<file path="config.mk">
export PLATFORM = sky130hd
export DESIGN_NAME = mem_bank
export DESIGN_NICKNAME = d
export VERILOG_FILES = /design/src/rtl/mem_bank.sv
export SDC_FILE = /design/constraint.sdc
export NUM_CORES = 1
export LEC_CHECK = 0
export ABC_AREA = 1
export CAP_MARGIN = 20
export CORE_ASPECT_RATIO = 1.75
export CORE_UTILIZATION = 40
export CTS_CLUSTER_DIAMETER = 120
export DETAILED_ROUTE_END_ITERATION = 16
export DONT_BUFFER_PORTS = 1
export GPL_ROUTABILITY_DRIVEN = 0
export PLACE_DENSITY_LB_ADDON = 0.1
export RECOVER_POWER = 25
export SLEW_MARGIN = 5
export SYNTH_ARGS = -nofsm -noshare
export SYNTH_HDL_FRONTEND = slang
export SYNTH_SLANG_ARGS = --single-unit
</file>
<file path="constraint.sdc">
create_clock -name i_clk -period 4.5 [get_ports i_clk]
set_input_delay 0.675 -clock i_clk [delete_from_list [all_inputs] [get_ports i_clk]]
set_output_delay 0.675 -clock i_clk [all_outputs]
set_load 0.03 [all_outputs]
</file>
<file path="src/rtl/mem_bank.sv">
// rtl/mem_bank.sv - parametrised simple-dual-port RAM with byte lanes, RDW mode and clear sweep
//
// Purpose:
//   Generic storage bank with independent read and write ports. Writes are
//   byte-lane masked. Reads are registered, with one cycle of latency and a
//   one-cycle valid pulse. Same-address read-during-write returns either the
//   old word (RDW_MODE=0) or the merged new word (RDW_MODE=1). After reset an
//   optional sweep zeroes the whole array, one word per cycle.
//
// Ports:
//   i_clk      - clock, rising edge
//   i_rst      - asynchronous active-high reset
//   o_busy     - high while the clearing sweep runs; accesses ignored
//   i_wr_en    - write request
//   i_wr_adr   - write address
//   i_wr_dat   - write data
//   i_wr_sel   - byte-lane enables, bit i covers i_wr_dat[8i+7:8i]
//   i_rd_en    - read request
//   i_rd_adr   - read address
//   o_rd_dat   - registered read data
//   o_rd_valid - one-cycle pulse when o_rd_dat holds a new result

module mem_bank #(
    parameter int DATA_WIDTH     = 8,
    parameter int ADDR_WIDTH     = 4,
    parameter int RDW_MODE       = 0,
    parameter int CLEAR_ON_RESET = 1
) (
    input  logic                      i_clk,
    input  logic                      i_rst,
    output logic                      o_busy,
    input  logic                      i_wr_en,
    input  logic [ADDR_WIDTH-1:0]     i_wr_adr,
    input  logic [DATA_WIDTH-1:0]     i_wr_dat,
    input  logic [DATA_WIDTH/8-1:0]   i_wr_sel,
    input  logic                      i_rd_en,
    input  logic [ADDR_WIDTH-1:0]     i_rd_adr,
    output logic [DATA_WIDTH-1:0]     o_rd_dat,
    output logic                      o_rd_valid
);

    localparam int NUM_BYTES = DATA_WIDTH / 8;
    localparam int DEPTH     = 1 << ADDR_WIDTH;

    localparam logic [0:0] S_CLEAR = 1'b0;
    localparam logic [0:0] S_READY = 1'b1;
    localparam logic [0:0] S_RESET = (CLEAR_ON_RESET != 0) ? S_CLEAR : S_READY;

    logic [0:0]            r_state;
    logic [ADDR_WIDTH-1:0] r_ptr;
    logic [DATA_WIDTH-1:0] r_mem [DEPTH];
    logic [DATA_WIDTH-1:0] r_rd_dat;
    logic                  r_rd_valid;

    logic                  w_ready;
    logic                  w_wr_acc;
    logic                  w_rd_acc;
    logic                  w_clr_we;
    logic                  w_fwd;
    logic [DATA_WIDTH-1:0] w_wr_word;
    logic [DATA_WIDTH-1:0] w_rd_word;

    assign w_ready  = (r_state == S_READY);
    assign w_wr_acc = w_ready & i_wr_en;
    assign w_rd_acc = w_ready & i_rd_en;
    // The array has no reset of its own, so every array write is held off
    // while rst is asserted; otherwise edges during a long reset pulse would
    // still update storage.
    assign w_clr_we = ~w_ready & ~i_rst;

    // Sweep sequencer: one word per cycle, leaves CLEAR after the last address.
    always_ff @(posedge i_clk or posedge i_rst) begin
        if (i_rst) begin
            r_state <= S_RESET;
            r_ptr   <= '0;
        end else begin
            case (r_state)
                S_CLEAR: begin
                    r_ptr <= r_ptr + 1'b1;
                    if (r_ptr == {ADDR_WIDTH{1'b1}}) begin
                        r_state <= S_READY;
                    end
                end
                default: begin
                    r_state <= S_READY;
                end
            endcase
        end
    end

    // Storage: sweep zeroing or byte-masked write.
    always_ff @(posedge i_clk) begin
        if (w_clr_we) begin
            r_mem[r_ptr] <= '0;
        end else if (w_wr_acc && !i_rst) begin
            for (int i = 0; i < NUM_BYTES; i++) begin
                if (i_wr_sel[i]) begin
                    r_mem[i_wr_adr][8*i +: 8] <= i_wr_dat[8*i +: 8];
                end
            end
        end
    end

    // Post-write view of the addressed word, used only for write-first forwarding.
    always_comb begin
        w_wr_word = r_mem[i_wr_adr];
        for (int i = 0; i < NUM_BYTES; i++) begin
            if (i_wr_sel[i]) begin
                w_wr_word[8*i +: 8] = i_wr_dat[8*i +: 8];
            end
        end
    end

    // The array read is taken before the edge's write lands, which gives
    // read-first behaviour naturally; write-first substitutes the merged word.
    assign w_fwd     = (RDW_MODE != 0) && w_wr_acc && (i_wr_adr == i_rd_adr);
    assign w_rd_word = w_fwd ? w_wr_word : r_mem[i_rd_adr];

    always_ff @(posedge i_clk or posedge i_rst) begin
        if (i_rst) begin
            r_rd_dat   <= '0;
            r_rd_valid <= 1'b0;
        end else begin
            r_rd_valid <= w_rd_acc;
            if (w_rd_acc) begin
                r_rd_dat <= w_rd_word;
            end
        end
    end

    assign o_busy     = ~w_ready;
    assign o_rd_dat   = r_rd_dat;
    assign o_rd_valid = r_rd_valid;

endmodule
</file>
After elaboration in Yosys (flattened, before gate mapping)
Memory sizes are Yosys's and may differ from the RTL's. A register that Yosys moved wholly into a read port is not among the register bits.
Cells that the tools add are included.
{ "op_classes": {"reduce_logical": 3, "add_sub_neg": 1, "eq_ne": 1, "bitwise": 5, "n_mux": 11} }
{ "ops": {"columns": ["op", "count"], "rows": [
  ["2-to-1 mux 1 bit", 9],
  ["2-to-1 mux 8 bit", 1],
  ["OR reduction 8 bit", 1],
  ["adder 4 x 1 -> 4 bit (second input constant)", 1],
  ["== test 4 bit (second input constant)", 1],
  ["2-to-1 mux 4 bit", 1],
  ["AND 1 bit", 3],
  ["inverter 1 bit", 2],
  ["logical AND 1 bit", 1],
  ["logical NOT 1 bit", 1]
]} }
{ "totals": {"ff_bits": 6, "mem_count": 1, "wordCells": 25, "ram_bits": 128, "output_inout_bits": 10} }
{ "mem_list": {"columns": ["name", "words", "width", "rd", "rd_ports_with_merged_regs", "write_ports", "line", "source"], "rows": [
  ["r_mem", 16, 8, 1, 1, 1, "51", "logic [DATA_WIDTH-1:0] r_mem [DEPTH];"]
]} }

Longest topological paths before layout
Gate-level depths: netlist (run 1).
{ "depth": {"ltp_word": 7, "ltp_mapped": 10, "depth_no_buf": 9} }

Worst setup path before layout (run 1)
Ideal clock, no wire load.
{ "synth_path": {"path_kind": "input to register", "startpoint": "input port i_rst", "endpoint": "memory r_mem[13][0], enable pin", "arrival_time_ns": 2.066, "path_slack_ns": 2.064, "t_required_ns": 4.130, "setup_time_ns": 0.370, "stages": 8, "path_buffers": 1, "path_cell_list": "inv_1 > nand4_4 > buf_6 > nand2_2 > o21ai_2 > inv_2 > nand2_2 > nor2_1"} }
{ "synth_via": {"elab_chain_len": 7} }
{ "synth_lines": {"columns": ["item", "line", "source"], "rows": [
  ["start: declaration", "30", "input logic i_rst,"],
  ["logical NOT 1 bit (no line)", null, null],
  ["logical AND 1 bit", "95", "end else if (w_wr_acc && !i_rst) begin"],
  ["2-to-1 mux 1 bit", "95", null],
  ["2-to-1 mux 1 bit", "93", "if (w_clr_we) begin"],
  ["2-to-1 mux 1 bit (implied by the code)", "98", "r_mem[i_wr_adr][8*i +: 8] <= i_wr_dat[8*i +: 8];"],
  ["OR reduction 8 bit (no line)", null, null],
  ["2-to-1 mux 4 bit (no line) or 2-to-1 mux 1 bit (tied branches)", null, null],
  ["end: declaration", "51", null]
]} }
Several ways; a longest one is shown, not always the timed one.

Final worst setup path (run 1)
{ "layout_path": {"startpoint": "input port i_rst", "endpoint": "memory r_mem[3][3], enable pin"} }
The elaborated chain is that of the path after synthesis.

==> metrics.txt, run 1 <==
Synthesized Nets=556; Post CTS Setup Buffer Count=0; Final Hold Vio Count=0; power per cell area=454 mW/mm²; drt total wl=14.6 mm; setup_tns=0 ns; largest net degree at the start of global routing=66; max-slew violations=0; H-tree Lvls=4; worst setup path startpoint=i_rst; IO buf count=0; Layout area overhead=11.7%; Via Count=3697; Seq. cell area=0.00419 mm²; worst r2r src=r_state$_DFF_PP0_; outcome=complete, no violations; Die X=94.2 µm; Fmax achieved=314 MHz; Critical Path End=r_mem[3][3]$_DFFE_PP_; Synth Instances=534; critical path class=in -> reg; TritonCTS clock tree=built; Tcrit/Tclk final=0.707; Starting Density=0.412; part of the Yosys area used for sequential elements=0.706; HP Class=in -> async; Worst slew margin=0.303; post-route ant nets=0; Leakage=2.69 nW; Ports=31; Syn Area/Cell=11.1 µm²; most frequent cells in the layout=nand2_1, edfxtp_1, nand3_1; max_cap viols=0; drt wl/cell=20.1 µm; vias in the first global route=3777; DRT iter0 DRCs=214; Final Critical Period=3.18 ns; DR vias/cell=5.09; core area=0.0144 mm²; Worst Reg-to-Reg Cells=4; commonest non-fill, non-tap cell in the layout=nand2_1; Final Setup Violations=0; Reg2Reg Setup Slack=1.60 ns; CTS Buf Count=17; Core Util, Final=0.460; Site Rows=58; clock skew=0.00778 ns; unrepaired setup endpoints after global routing=false; maximum VDD drop=0.000377 V; Root Buffer=clkbuf_16; global route total overflow=0; Worst EP arrival=3.22 ns; gr usage total=0.205; footprint of the multi-input gates=0.00147 mm²; critical path required time=4.54 ns; die height=163 µm; # fillers=1360; Remaining DRCs=0; Mapped Area=0.00594 mm²; cts hold-fix bufs=0; synth warn=0; Yosys top cell area share=0.647; DRT Pass-1 Iters=6; first-pass GRT wire length=21.9 mm; worst skew pair latency=0.41 ns; final net count=556; Synth area leader=edfxtp_1; ant diodes=0; ratio of cells with drive above 1 in the final layout=0.0786; maximum fanout along the worst path=17; DIE AREA=0.0154 mm²; Worst Setup Start Kind=input port; Yosys reg bits=142; Worst-Margin Slew=1.04 ns; clk sinks=142; Final Power=3.01 mW; Clock Path Buffers=2; Clock Pin Slew Worst Setup and Hold Paths=0.06 ns; initial antenna violation count=0; Unique masters post-synth=20; Post-DP HPWL=9.58 mm; FF-to-FF End=r_mem[3][3]$_DFFE_PP_; crit end category=register; # resized after CTS=0; ranking of synthesized cells by area=edfxtp_1, nand2_1, nand3_1
==> worst max-delay path: stages <==
cell,delay [ns]
inv_1,0.40
nand4_1,0.73
o21ai_1,0.50
nand2_1,0.25
nor2_1,0.66
==> Yosys cell counts <==
master	count
nand4_4	1
xor2_1	2
edfxtp_1	128
buf_1	1
nand2_2	3
buf_6	7
ha_1	1
buf_4	5
nand3_1	101
nand2_1	203
nor2_1	24
o21ai_2	2
dfrtp_1	14
inv_1	21
clkinv_1	1
xnor2_1	1
nand4_1	1
buf_2	13
inv_2	2
o21ai_1	3
==> registers in the layout, summed over array words and instances, names as in the netlist <==
register and flops:
o_rd_valid 1, r_ptr 4, o_rd_dat 8, r_mem 128, r_state 1
==> how the worst min path moves through the flow <==
stage	from	to	slack, ns	cells past startpoint
final	i_rst	o_rd_dat[1]$_DFFE_PP0P_	0.19	1
after global routing	i_rst	o_rd_dat[1]$_DFFE_PP0P_	0.23	1
after CTS	i_rst	o_rd_dat[1]$_DFFE_PP0P_	0.23	1
after detailed placement	r_ptr[3]$_DFFE_PP0N_	r_state$_DFF_PP0_	0.52	2
after global placement	r_ptr[3]$_DFFE_PP0N_	r_state$_DFF_PP0_	0.50	2
after floorplan	r_ptr[3]$_DFFE_PP0N_	r_state$_DFF_PP0_	0.47	2
==> final cells by class <==
class                      count  share of cell area
clock buffer                  18              0.0646
clock inverter                14              0.0279
inverter                      24              0.0136
multi-input combinational    342               0.221
sequential                   142               0.632
tap                          180              0.0339
timing repair buffer           7             0.00754
==> per-stage QoR <==
step	std cells	hold slack, ns	area (µm²)	worst slack, ns
floorplan	534	0.469	5940	2.06
global placement	694	0.502	6030	1.45
detailed placement	694	0.522	6030	1.32
CTS	726	0.226	6650	1.76
global route	727	0.226	6640	1.00
finish	727	0.194	6640	1.32
==> logic make-up after synthesis <==
group	synth area share
buffers and inverters	0.0463
DFF	0.706
adders and majority gates	0.00210
xor gates and xnor gates	0.00442
AOI/OAI and AO/OA	0.00547
and+or+nand+nor	0.236
==> layer usage <==
| layer | global-route usage | vias to the layer above | share of wire |
|---|---|---|---|
| li1 | - | 1814 | - |
| met1 | 0.226 | 1777 | 0.38 |
| met2 | 0.365 | 83 | 0.56 |
| met3 | 0.0419 | 23 | 0.032 |
| met4 | 0.102 | 0 | 0.031 |
| met5 | 0 | - | 0 |
==> power by group <==
group	total [mW]	leakage (nW)	internal (mW)	switching [mW]
logic	0.110	0.806	0.0298	0.0806
clock network	1.44	0.290	0.884	0.558
registers	1.46	1.59	1.44	0.0230
total	3.01	2.69	2.35	0.662
No activity file was read; power rests on OpenSTA's default activity.
==> run 2: changes to the inputs <==
- clock period: 4.5 -> 2.7 ns (I/O delays scaled with it)
==> metrics.txt, run 2 (synthesized netlist as in run 1, its figures left out) <==
setup_tns=0 ns (unchanged); max reg flops=128 (unchanged); FF-to-FF End=r_mem[1][1]$_DFFE_PP_; Post-Route M1 WL=5.58 mm (+0.98%); maximum VDD drop=0.000476 V (+26%); Starting Density=0.412 (unchanged); post-route ant nets=0 (unchanged); met3 WL=444 µm (-3.9%); drt wl/cell=19.7 µm (-1.6%); non-filler instance count after layout=741 (+1.9%); Ports=31 (unchanged); first-pass GRT wire length=22.0 mm (+0.44%); vias in the first global route=3990 (+5.6%); unrepaired setup endpoints after global routing=false; Via Count=3803 (+2.9%); Remaining DRCs=0 (unchanged); # resized after CTS=0 (unchanged); commonest non-fill, non-tap cell in the layout=nand2_1; Worst-Margin Slew=1.07 ns (+0.0253 ns); power per cell area=738 mW/mm² (+63%); hold path startpoint=i_rd_adr[3]; gr usage total=0.205 (+0.000454); initial antenna violation count=0 (unchanged); met2 routed WL=8.16 mm (about the same); Worst Setup Start Kind=input port; CTS Buf Count=17 (unchanged); Site Rows=58 (unchanged); Post-DP HPWL=9.83 mm (+2.7%); worst slack, placed=0.433 ns (-0.882 ns); most frequent cells in the layout=nand2_1, edfxtp_1, nand3_1; HP Class=in -> reg; core area=0.0144 mm² (unchanged); DRT iter0 DRCs=236 (+10%); critical path required time=2.74 ns (-1.80 ns); global route total overflow=0 (unchanged); Worst EP arrival=2.41 ns (-0.81 ns); Clock Path Buffers=2 (unchanged); die height=163 µm (unchanged); TritonCTS clock tree=built; maximum fanout along the worst path=17 (unchanged); top sig layer=met4; DR vias/cell=5.13 (+0.92%); final net count=570 (+2.5%); H-tree Lvls=4 (unchanged); Worst Reg-to-Reg Cells=4 (unchanged); clock skew=0.00725 ns (-0.000529 ns); final worst slack=0.327 ns (-0.991 ns); DIE AREA=0.0154 mm² (unchanged); Reg2Reg Setup Slack=0.41 ns (-1.19 ns); worst skew pair latency=0.42 ns (about the same); max-slew violations=0 (unchanged); Root Buffer=clkbuf_16; DP Area=0.00616 mm² (+2.1%); DRT Pass-1 Iters=5 (-1); end of the worst hold path=o_rd_dat[2]$_DFFE_PP0P_; Final Hold Vio Count=0 (unchanged); Tcrit/Tclk final=0.879; Core Util, Final=0.466 (+0.00667); drt total wl=14.6 mm (+0.30%); Die X=94.2 µm (unchanged); max_cap viols=0 (unchanged); clk sinks=142 (unchanged); Final Setup Violations=0 (unchanged); Layout area overhead=13.3%; largest net degree at the start of global routing=66 (unchanged); crit end category=register; Final Critical Period=2.37 ns; Largest Register=r_mem; Worst slew margin=0.287 (-0.0161); ant diodes=0 (unchanged); Post CTS Setup Buffer Count=0 (unchanged); Clock Pin Slew Worst Setup and Hold Paths=0.05 ns (about the same); post-route cell area=0.00674 mm² (+1.5%); Hold Path Stages=4; Leakage=2.76 nW (+2.7%); worst r2r src=r_state$_DFF_PP0_; worst hold margin=0.258 ns (+0.0641 ns); # placed instances=708 (+2.0%); outcome=complete, no violations; ratio of cells with drive above 1 in the final layout=0.0909 (+0.0123); critical path class=in -> reg; worst setup path startpoint=i_rst; cts hold-fix bufs=1 (+1); Fmax achieved=421 MHz; IO buf count=0 (unchanged); Final Power=4.97 mW (+65%)
## run 2: cell count changes in the layout (fill, tap and decap cells not counted), sizes merged
cell         delta
clkinvlp        -2
inv             -1
dlygate4sd3     +1
clkbuf          +2
buf            +12
clkinv          +2
## run 2: worst max-delay path by stage
stage / end / slack, ns / cells past startpoint
final: r_mem[1][1]$_DFFE_PP_ / 0.33 / 6
after CTS: r_mem[1][1]$_DFFE_PP_ / 0.35 / 6
after detailed placement: r_mem[1][3]$_DFFE_PP_ / 0.43 / 4
after floorplan: r_mem[13][0]$_DFFE_PP_ / 0.53 / 8
after global placement: r_mem[1][3]$_DFFE_PP_ / 0.50 / 4
after global routing: r_mem[15][1]$_DFFE_PP_ / 0.19 / 6
## run 2: power breakdown
part	switching, mW	internal [mW]	leakage [nW]
clock	0.893	1.46	0.287
combinational	0.134	0.0537	0.880
sequential	0.0387	2.39	1.59
total	1.07	3.91	2.76
## run 2: area by class of cell
| class | count | area (µm²) |
|---|---|---|
| sequential | 142 | 4190 |
| clock buffer | 19 | 433 |
| tap | 180 | 225 |
| multi-input combinational | 342 | 1480 |
| timing repair buffer | 21 | 155 |
| clock inverter | 13 | 163 |
| fill | 1320 | 7710 |
| inverter | 24 | 90.1 |
## run 2: metal layers
layer  track usage  vias up
li1              -     1839
met1         0.221     1849
met2         0.375       88
met3        0.0419       27
met4        0.0930        0
met5             0        -
## run 2: critical path: stages
cell and delay, ns:
dlygate4sd3_1 0.53, inv_1 0.11, nand4_4 0.22, o21ai_1 0.30, nand3_1 0.21, nor2_1 0.62
